===== config.mk =====
export PLATFORM = sky130hd
export DESIGN_NAME = als_sample_sequencer
export DESIGN_NICKNAME = d
export VERILOG_FILES = /design/src/rtl/als_seq_pkg.sv /design/src/rtl/als_tick_gen.sv /design/src/rtl/als_sample_sequencer.sv
export SDC_FILE = /design/constraint.sdc
export NUM_CORES = 1
export LEC_CHECK = 0
export BUFFER_PORTS_ARGS = -buffer_cell sky130_fd_sc_hd__buf_4
export CORE_MARGIN = 3
export CORE_UTILIZATION = 49
export DETAILED_ROUTE_END_ITERATION = 7
export PLACE_DENSITY = 0.69
export SLEW_MARGIN = 10
export SYNTH_ARGS = -nofsm -noshare
export SYNTH_HDL_FRONTEND = slang
export SYNTH_HIERARCHICAL = 1
export SYNTH_SLANG_ARGS = --single-unit

===== constraint.sdc =====
create_clock -name clk_pi -period 2.18 [get_ports clk_pi]
set_input_delay 0.545 -clock clk_pi [delete_from_list [all_inputs] [get_ports clk_pi]]
set_output_delay 0.545 -clock clk_pi [all_outputs]
set_load 0.03 [all_outputs]

===== src/rtl/als_seq_pkg.sv =====
// Shared types and frame-format constants for the PmodALS sample sequencer.
package als_seq_pkg;

  typedef enum logic [2:0] {
    StIdle,
    StSetup,
    StStart,
    StWait,
    StHold,
    StUpdate
  } state_e;

  localparam int unsigned ALS_FRAME_W  = 16;
  localparam int unsigned ALS_DATA_MSB = 11;
  localparam int unsigned ALS_DATA_LSB = 4;

  localparam logic [ALS_FRAME_W-1:0] ALS_LEAD_MASK  = 16'hF000;
  localparam logic [ALS_FRAME_W-1:0] ALS_TRAIL_MASK = 16'h000F;

  // ADC081S021 frames carry four leading and four trailing zeros around the data byte.
  function automatic logic frame_ok(input logic [ALS_FRAME_W-1:0] rx);
    return (rx & (ALS_LEAD_MASK | ALS_TRAIL_MASK)) == '0;
  endfunction

endpackage


===== src/rtl/als_tick_gen.sv =====
// Free-running period counter: one-cycle tick every PERIOD_CYC cycles while enabled.
module als_tick_gen #(
  parameter int unsigned PERIOD_CYC = 1_000_000
) (
  input  logic clk,
  input  logic rst,
  input  logic en,
  output logic tick
);

  localparam int unsigned CntW = (PERIOD_CYC > 1) ? $clog2(PERIOD_CYC) : 1;
  localparam logic [CntW-1:0] CntLast = CntW'(PERIOD_CYC - 1);

  logic [CntW-1:0] cnt_q, cnt_d;

  always_comb begin
    tick  = en && (cnt_q == CntLast);
    cnt_d = cnt_q + CntW'(1);
    if (!en || tick) begin
      cnt_d = '0;
    end
  end

  always_ff @(posedge clk or posedge rst) begin
    if (rst) begin
      cnt_q <= '0;
    end else begin
      cnt_q <= cnt_d;
    end
  end

endmodule


===== src/rtl/als_sample_sequencer.sv =====
// Sequences PmodALS reads through the SPI master: CS timing, timeout, frame check.
// Define ALS_AVG_EN to publish the mean of every four valid samples instead of each one.
module als_sample_sequencer
  import als_seq_pkg::*;
#(
  parameter int unsigned SAMPLE_PERIOD_CYC = 1_000_000,
  parameter int unsigned CS_SETUP_CYC      = 2,
  parameter int unsigned CS_HOLD_CYC       = 2,
  parameter int unsigned TIMEOUT_CYC       = 64
) (
  input  logic                   clk_pi,
  input  logic                   rst_pi,
  input  logic                   en_pi,
  input  logic                   trig_pi,
  input  logic                   err_clr_pi,
  input  logic                   spi_busy_pi,
  input  logic                   spi_done_pi,
  input  logic [ALS_FRAME_W-1:0] spi_rx_pi,
  output logic                   spi_start_po,
  output logic                   cs_ctrl_po,
  output logic [7:0]             sample_po,
  output logic                   sample_valid_po,
  output logic                   busy_po,
  output logic                   frame_err_po,
  output logic                   timeout_err_po
);

  localparam int unsigned CntMax0 = (CS_SETUP_CYC > CS_HOLD_CYC) ? CS_SETUP_CYC : CS_HOLD_CYC;
  localparam int unsigned CntMax  = (CntMax0 > TIMEOUT_CYC) ? CntMax0 : TIMEOUT_CYC;
  localparam int unsigned CntW    = $clog2(CntMax + 1);
  localparam logic [CntW-1:0] SetupLast = CntW'(CS_SETUP_CYC - 1);
  localparam logic [CntW-1:0] HoldLast  = CntW'(CS_HOLD_CYC - 1);
  localparam logic [CntW-1:0] TmoLast   = CntW'(TIMEOUT_CYC - 1);

  state_e                 state_q, state_d;
  logic [CntW-1:0]        cnt_q, cnt_d;
  logic                   pending_q, pending_d;
  logic                   got_q, got_d;
  logic [ALS_FRAME_W-1:0] rx_q, rx_d;
  logic [7:0]             sample_q, sample_d;
  logic                   valid_q, valid_d;
  logic                   ferr_q, ferr_d, terr_q, terr_d;
  logic                   tick, launch, accept, ferr_set, terr_set;
  logic [7:0]             rx_data;

  als_tick_gen #(
    .PERIOD_CYC(SAMPLE_PERIOD_CYC)
  ) u_tick (
    .clk (clk_pi),
    .rst (rst_pi),
    .en  (en_pi),
    .tick(tick)
  );

  assign rx_data = rx_q[ALS_DATA_MSB:ALS_DATA_LSB];

  always_comb begin
    state_d      = state_q;
    cnt_d        = cnt_q;
    got_d        = got_q;
    rx_d         = rx_q;
    launch       = 1'b0;
    accept       = 1'b0;
    ferr_set     = 1'b0;
    terr_set     = 1'b0;
    cs_ctrl_po   = 1'b0;
    spi_start_po = 1'b0;
    unique case (state_q)
      StIdle: begin
        cs_ctrl_po = 1'b1;
        if (pending_q && !spi_busy_pi) begin
          launch  = 1'b1;
          cnt_d   = '0;
          state_d = StSetup;
        end
      end
      StSetup: begin
        cnt_d = cnt_q + CntW'(1);
        if (cnt_q == SetupLast) begin
          cnt_d   = '0;
          state_d = StStart;
        end
      end
      StStart: begin
        spi_start_po = 1'b1;
        got_d        = 1'b0;
        cnt_d        = '0;
        state_d      = StWait;
      end
      StWait: begin
        cnt_d = cnt_q + CntW'(1);
        if (spi_done_pi) begin
          rx_d    = spi_rx_pi;
          got_d   = 1'b1;
          cnt_d   = '0;
          state_d = StHold;
        end else if (cnt_q == TmoLast) begin
          terr_set = 1'b1;
          got_d    = 1'b0;
          cnt_d    = '0;
          state_d  = StHold;
        end
      end
      StHold: begin
        cnt_d = cnt_q + CntW'(1);
        if (cnt_q == HoldLast) begin
          cnt_d   = '0;
          state_d = StUpdate;
        end
      end
      StUpdate: begin
        cs_ctrl_po = 1'b1;
        state_d    = StIdle;
        if (got_q) begin
          accept   = frame_ok(rx_q);
          ferr_set = !frame_ok(rx_q);
        end
      end
      default: begin
        cs_ctrl_po = 1'b1;
        state_d    = StIdle;
      end
    endcase
  end

  // New requests win over the launch clear so nothing arriving that cycle is lost.
  assign pending_d = tick | trig_pi | (pending_q & ~launch);
  assign ferr_d    = ferr_set | (ferr_q & ~err_clr_pi);
  assign terr_d    = terr_set | (terr_q & ~err_clr_pi);

`ifdef ALS_AVG_EN
  logic [9:0] sum_q, sum_d, sum_nx;
  logic [1:0] avg_n_q, avg_n_d;

  always_comb begin
    sample_d = sample_q;
    valid_d  = 1'b0;
    sum_d    = sum_q;
    avg_n_d  = avg_n_q;
    sum_nx   = sum_q + {2'b00, rx_data};
    if (accept) begin
      if (avg_n_q == 2'd3) begin
        sample_d = sum_nx[9:2];
        valid_d  = 1'b1;
        sum_d    = '0;
        avg_n_d  = '0;
      end else begin
        sum_d   = sum_nx;
        avg_n_d = avg_n_q + 2'd1;
      end
    end
  end

  always_ff @(posedge clk_pi or posedge rst_pi) begin
    if (rst_pi) begin
      sum_q   <= '0;
      avg_n_q <= '0;
    end else begin
      sum_q   <= sum_d;
      avg_n_q <= avg_n_d;
    end
  end
`else
  always_comb begin
    sample_d = sample_q;
    valid_d  = 1'b0;
    if (accept) begin
      sample_d = rx_data;
      valid_d  = 1'b1;
    end
  end
`endif

  always_ff @(posedge clk_pi or posedge rst_pi) begin
    if (rst_pi) begin
      state_q   <= StIdle;
      cnt_q     <= '0;
      pending_q <= 1'b0;
      got_q     <= 1'b0;
      rx_q      <= '0;
      sample_q  <= '0;
      valid_q   <= 1'b0;
      ferr_q    <= 1'b0;
      terr_q    <= 1'b0;
    end else begin
      state_q   <= state_d;
      cnt_q     <= cnt_d;
      pending_q <= pending_d;
      got_q     <= got_d;
      rx_q      <= rx_d;
      sample_q  <= sample_d;
      valid_q   <= valid_d;
      ferr_q    <= ferr_d;
      terr_q    <= terr_d;
    end
  end

  assign sample_po       = sample_q;
  assign sample_valid_po = valid_q;
  assign busy_po         = (state_q != StIdle);
  assign frame_err_po    = ferr_q;
  assign timeout_err_po  = terr_q;

endmodule


* Word level (Yosys, flattened, before mapping) *
Index checks and enable logic that the tools add are counted.

word-level totals
  output and inout bits = 14
  bits in registers = 59
  bits of input ports = 23

cells by class
  bitwise logic cells = 9
  $add $sub $neg = 2
  equality and inequality tests = 12
  muxes and demuxes = 27
  reduce and logical (&&, ||, !) cells = 17

operator list
  cell                     number
  $mux W7                  4
  $pmux W7 S4              1
  $add A20 B1 Y20 const B  1
  $eq A20 B20 Y1 const B   1
  $mux W20                 1
  $logic_not A16 Y1        1
  $mux W3                  5
  $pmux W3 S5              1
  $mux W1                  14
  $add A7 B1 Y7 const B    1
  $eq A7 B1 Y1 const B     1
  $eq A7 B6 Y1 const B     1
  $eq A3 B2 Y1 const B     2
  $eq A3 B3 Y1 const B     2
  $ne A2 B2 Y1 const B     3
  $reduce_and A2 Y1        3
  $or A1 B1 Y1             4
  $reduce_and A4 Y1        1
  $reduce_bool A4 Y1       1
  $reduce_or A4 Y1         1
  $and A1 B1 Y1            3
  $eq A3 B1 Y1 const B     1
  $logic_not A1 Y1         3
  $logic_not A3 Y1         1
  other kinds (8)          10

* Depth between registers and ports, before layout *
  depth in word-level cells = 7
  mapped depth = 6
  mapped depth without buffers = 6

* Modules after synthesis *
The synthesis kept the hierarchy.

by module, submodules not included
  module                area an instance (µm²)  times used  cells each
  als_sample_sequencer  1,849.3                 1           154
  als_tick_gen          1,022.2                 1           109

* Worst setup path before layout *
Ideal clock, no wire load.

  kind = register to register
  from = register u_tick.cnt_q[0]
  to = register u_tick.cnt_q[10]
  clock period less this slack = 1.909 ns
  library setup time = 0.121 ns
  slack = 0.271 ns
  path buffers = 1
  data required time = 2.059 ns
  arrival = 1.787 ns
  cell stages (with the launch flop) = 7
  path through = dfrtp_1 > ha_1 > nand4_1 > or2_2 > o31ai_4 > buf_2 > nor2_1

between the ends
  longest elaborated chain between the ends = 4

RTL lines
  item                                                     line                text
  start: declaration                                       als_tick_gen.sv:14  logic [CntW-1:0] cnt_q, cnt_d;
  start signal: assignment                                 als_tick_gen.sv:28  cnt_q <= cnt_d;
  branches (longest 3 deep; another with $add A20 B1 Y20)  n/a
  $mux W20 (*)                                             als_tick_gen.sv:19  if (!en || tick) begin
  named net u_tick.cnt_d[10]                               als_tick_gen.sv:14

Mark *: on every way through the listed nets, which the timed path passes.
A chain may end at the register's enable or synchronous reset.

* Worst setup path in the final report *
  from = register state_q[0]
  to = output cs_ctrl_po

between the ends
  longest elaborated chain between the ends = 3

RTL lines
  item                                   line                         text
  start: declaration                     als_sample_sequencer.sv:35   state_e state_q, state_d;
  start signal: assignment               als_sample_sequencer.sv:176  state_q <= StIdle;
  start signal: assignment               als_sample_sequencer.sv:186  state_q <= state_d;
  $eq A3 B3 Y1 (tied with other cells)   als_sample_sequencer.sv:68   unique case (state_q)
  $reduce_or A4 Y1 (no source line) (*)  n/a
  $mux W1 (*)                            als_sample_sequencer.sv:68
  end: declaration                       als_sample_sequencer.sv:20   output logic cs_ctrl_po,

Mark *: on every way between the ends. The rest lies on a longest branch, timed or not.

==> run metrics <==
status=finished clean; clock-pin transition on the worst setup and hold timing paths=approximately 0.070 ns; placed inst area=3190 µm²; synthesized area=2870 µm²; synthesized instance count=~260; reg2reg path depth=4; largest net degree at the start of global routing=40; GRT met1 Usage=between 20% and 30%; post-synthesis net count=289; hpwl dp=3790 µm; Peak Freq=roughly 0.48 GHz; DR vias/cell=5.37; Synth warnings=6; pre-CTS setup slack=~0.21 ns; relative slew slack=approximately half; Area Overhead vs Synth=19.2%; GR met3 Demand/Resource=slightly below 4%; crit-path cells=or3_4 -> nand2_1 -> buf_4; Worst setup SP type=flip-flop; total grt overflow=0; slowest CP cell=dfrtp_1; final instance area=roughly 3400 µm²; count of cell types in the netlist=47; post-synthesis sequential area ratio=51.4%; DRT Wirelength=5450 µm; CTS tree=built; port buffer count=36; number of H-tree levels=3; Clk Latency, worst-skew pair=0.33 ns; Antenna Cells=0; core area=5570 µm²; Die W=between 80 and 90 µm; Critical path origin=state_q[0]; Hold Buf Count CTS=0; Data required, critical path=about 1.6 ns; TritonCTS buffer count=9; worst-margin pin slew=0.760 ns; Arrival @ worst endpoint=roughly 1.6 ns; Max stage delay on crit path=about 0.52 ns; Avg WL per Cell=~14 µm; vias post-DR=between 2000 and 2500; fin crit share=a little over nine tenths; drt pass-1 iters=5; critical path class=reg2out; vias in the first global route=between 1500 and 2000; instance count on the critical path=3; Die Area=6810 µm²; IR drop worst, VDD=0.484 mV; row count=27; setup violators final=0; antenna violations before repair=0; root buffer cell=clkbuf_8; R2R setup slack=between 0.2 and 0.25 ns; clk sinks=59; FFs w/ async S/R, synth=100%; max_cap viols=0; Max Slew Vio Count=0; post-CTS setup buffers=0; Nets=330; first-pass GRT wire length=about 9100 µm; Crit path max-delay family=simple AND/OR/NAND/NOR gates; Most used DFF post-synth=dfrtp_1; DR iter-0 viols=approximately 100; final antenna-violating net count=0; io pins=37; crit-path max FO=12; Die Ht=just over 80 µm; overall power=around 3.6 mW; CTS-repair resized insts=0; layout cells sized above 1=between 20% and 30%; Hold/Removal Path Class=in2async; global-route usage over all layers=between 10% and 20%; Critical Path Sink=cs_ctrl_po; Post-route DRC=0; worst reg2reg path endpoint=u_tick/cnt_q[17]; RSZ-0062 raised after global routing=false; register bit total from synthesis=just under 60; global route hottest layer=met2; Post-Route Setup TNS=0 ns; effective utilization at floorplan=51.5%; Post-synth EDFFs=0; WP buf/inv=1; post-layout min period=roughly 2.1 ns; final setup margin=0.0816 ns; clk buf depth=2; Crit Reg-Reg Startpoint=u_tick/cnt_q[5]; Post-Syn Area per Cell=approximately 11 µm²; P_leak=1.52 nW; Placer Congestion=roughly 0.84; Critical Path End Type=primary output; met2 Resource Use GR=27.9%; worst clock skew=roughly 0.0074 ns; final hold viol count=0; pwr dens=~1000 nW/µm²
==> worst min-delay path by stage <==
stage / to / cells past startpoint
CTS: pending_q / 3
finish: cnt_q[2] / 3
detailed placement: u_tick/cnt_q[0] / 1
global placement: u_tick/cnt_q[0] / 1
global route: pending_q / 3
floorplan: u_tick/cnt_q[0] / 1
==> through the flow <==
step           hold WS, ns  util, %  std cells
2_1_floorplan        0.455        -        263
6_report             0.334     61.4        381
5_1_grt              0.374     61.4        381
4_1_cts              0.350     61.3        381
3_5_place_dp         0.480     57.3        365
3_3_place_gp         0.476     57.3        365
==> layout by cell type, fill, tap and decap left out, drive strengths merged, types with 9 or more instances in the layout <==
cell     n
xnor2   10
o21ai   11
buf     40
dfrtp   59
nand2   17
nor2    23
nand3   10
inv     19
mux2    24
clkbuf   9
a21oi   11
or4      9
==> routing by layer <==
metal / vias up / part of all wire [%]
met4: 0 / 2.0
met3: 10 / 4.0
met5: - / 0
met2: 35 / 49
li1: 1009 / -
met1: 993 / 45
==> worst register-to-register path, stage by stage, from the launching register on <==
cell	delay, ns
dfrtp_1	0.42
nand3_2	0.17
or4_1	0.70
or4_1	0.45
a21oi_1	0.16
==> cells in the mapped netlist (3+ instances only) <==
library cell   n  area (µm²)
dfrtp_1       59        1480
o22ai_1        3        18.8
a21oi_1       11        55.1
or4_1          8        60.1
xor2_1         3        26.3
mux2_4         8         120
nor2b_1        6        37.5
nor2_1        23        86.3
nand2_1       17        63.8
buf_6          4        45.0
nand2b_1       3        18.8
or3_1          6        37.5
ha_1           3        37.5
nand4_1        6        37.5
o21ai_0        8        40.0
mux2_2        15         169
nand3_1        8        40.0
buf_4          3        22.5
nor4_1         6        37.5
nor3_1         3        15.0
inv_1         17        63.8
xnor2_1       10        87.6
==> state kept, by name, indices dropped and copies added (netlist names) <==
signal           count
frame_err_po         1
cnt_q                7
timeout_err_po       1
sample_po            8
pending_q            1
got_q                1
sample_valid_po      1
state_q              3
u_tick/cnt_q        20
rx_q                16
==> where the power goes <==
group	switching (mW)	internal [mW]
logic	0.478	0.457
clock network	0.468	0.653
registers	0.194	1.33
==> cell families after synthesis <==
logic type	count (synthesis)	share of synthesized area, %
xor+xnor	13	3.97
fa+ha+maj	3	1.31
simple gates	97	18.3
buf+inv	27	5.05
compound gates	40	9.54
flops	59	51.4
mux	24	10.5
==> final cells by class <==
| type | instances | area, µm² |
|---|---|---|
| inverter | 17 | 63.8 |
| tap | 72 | 90.1 |
| sequential | 59 | 1480 |
| clock inverter | 7 | 100 |
| timing repair buffer | 40 | 313 |
| clock buffer | 9 | 124 |
| multi-input combinational | 177 | 1250 |
| fill | 472 | 2150 |
No activity file was read; power rests on OpenSTA's default activity.
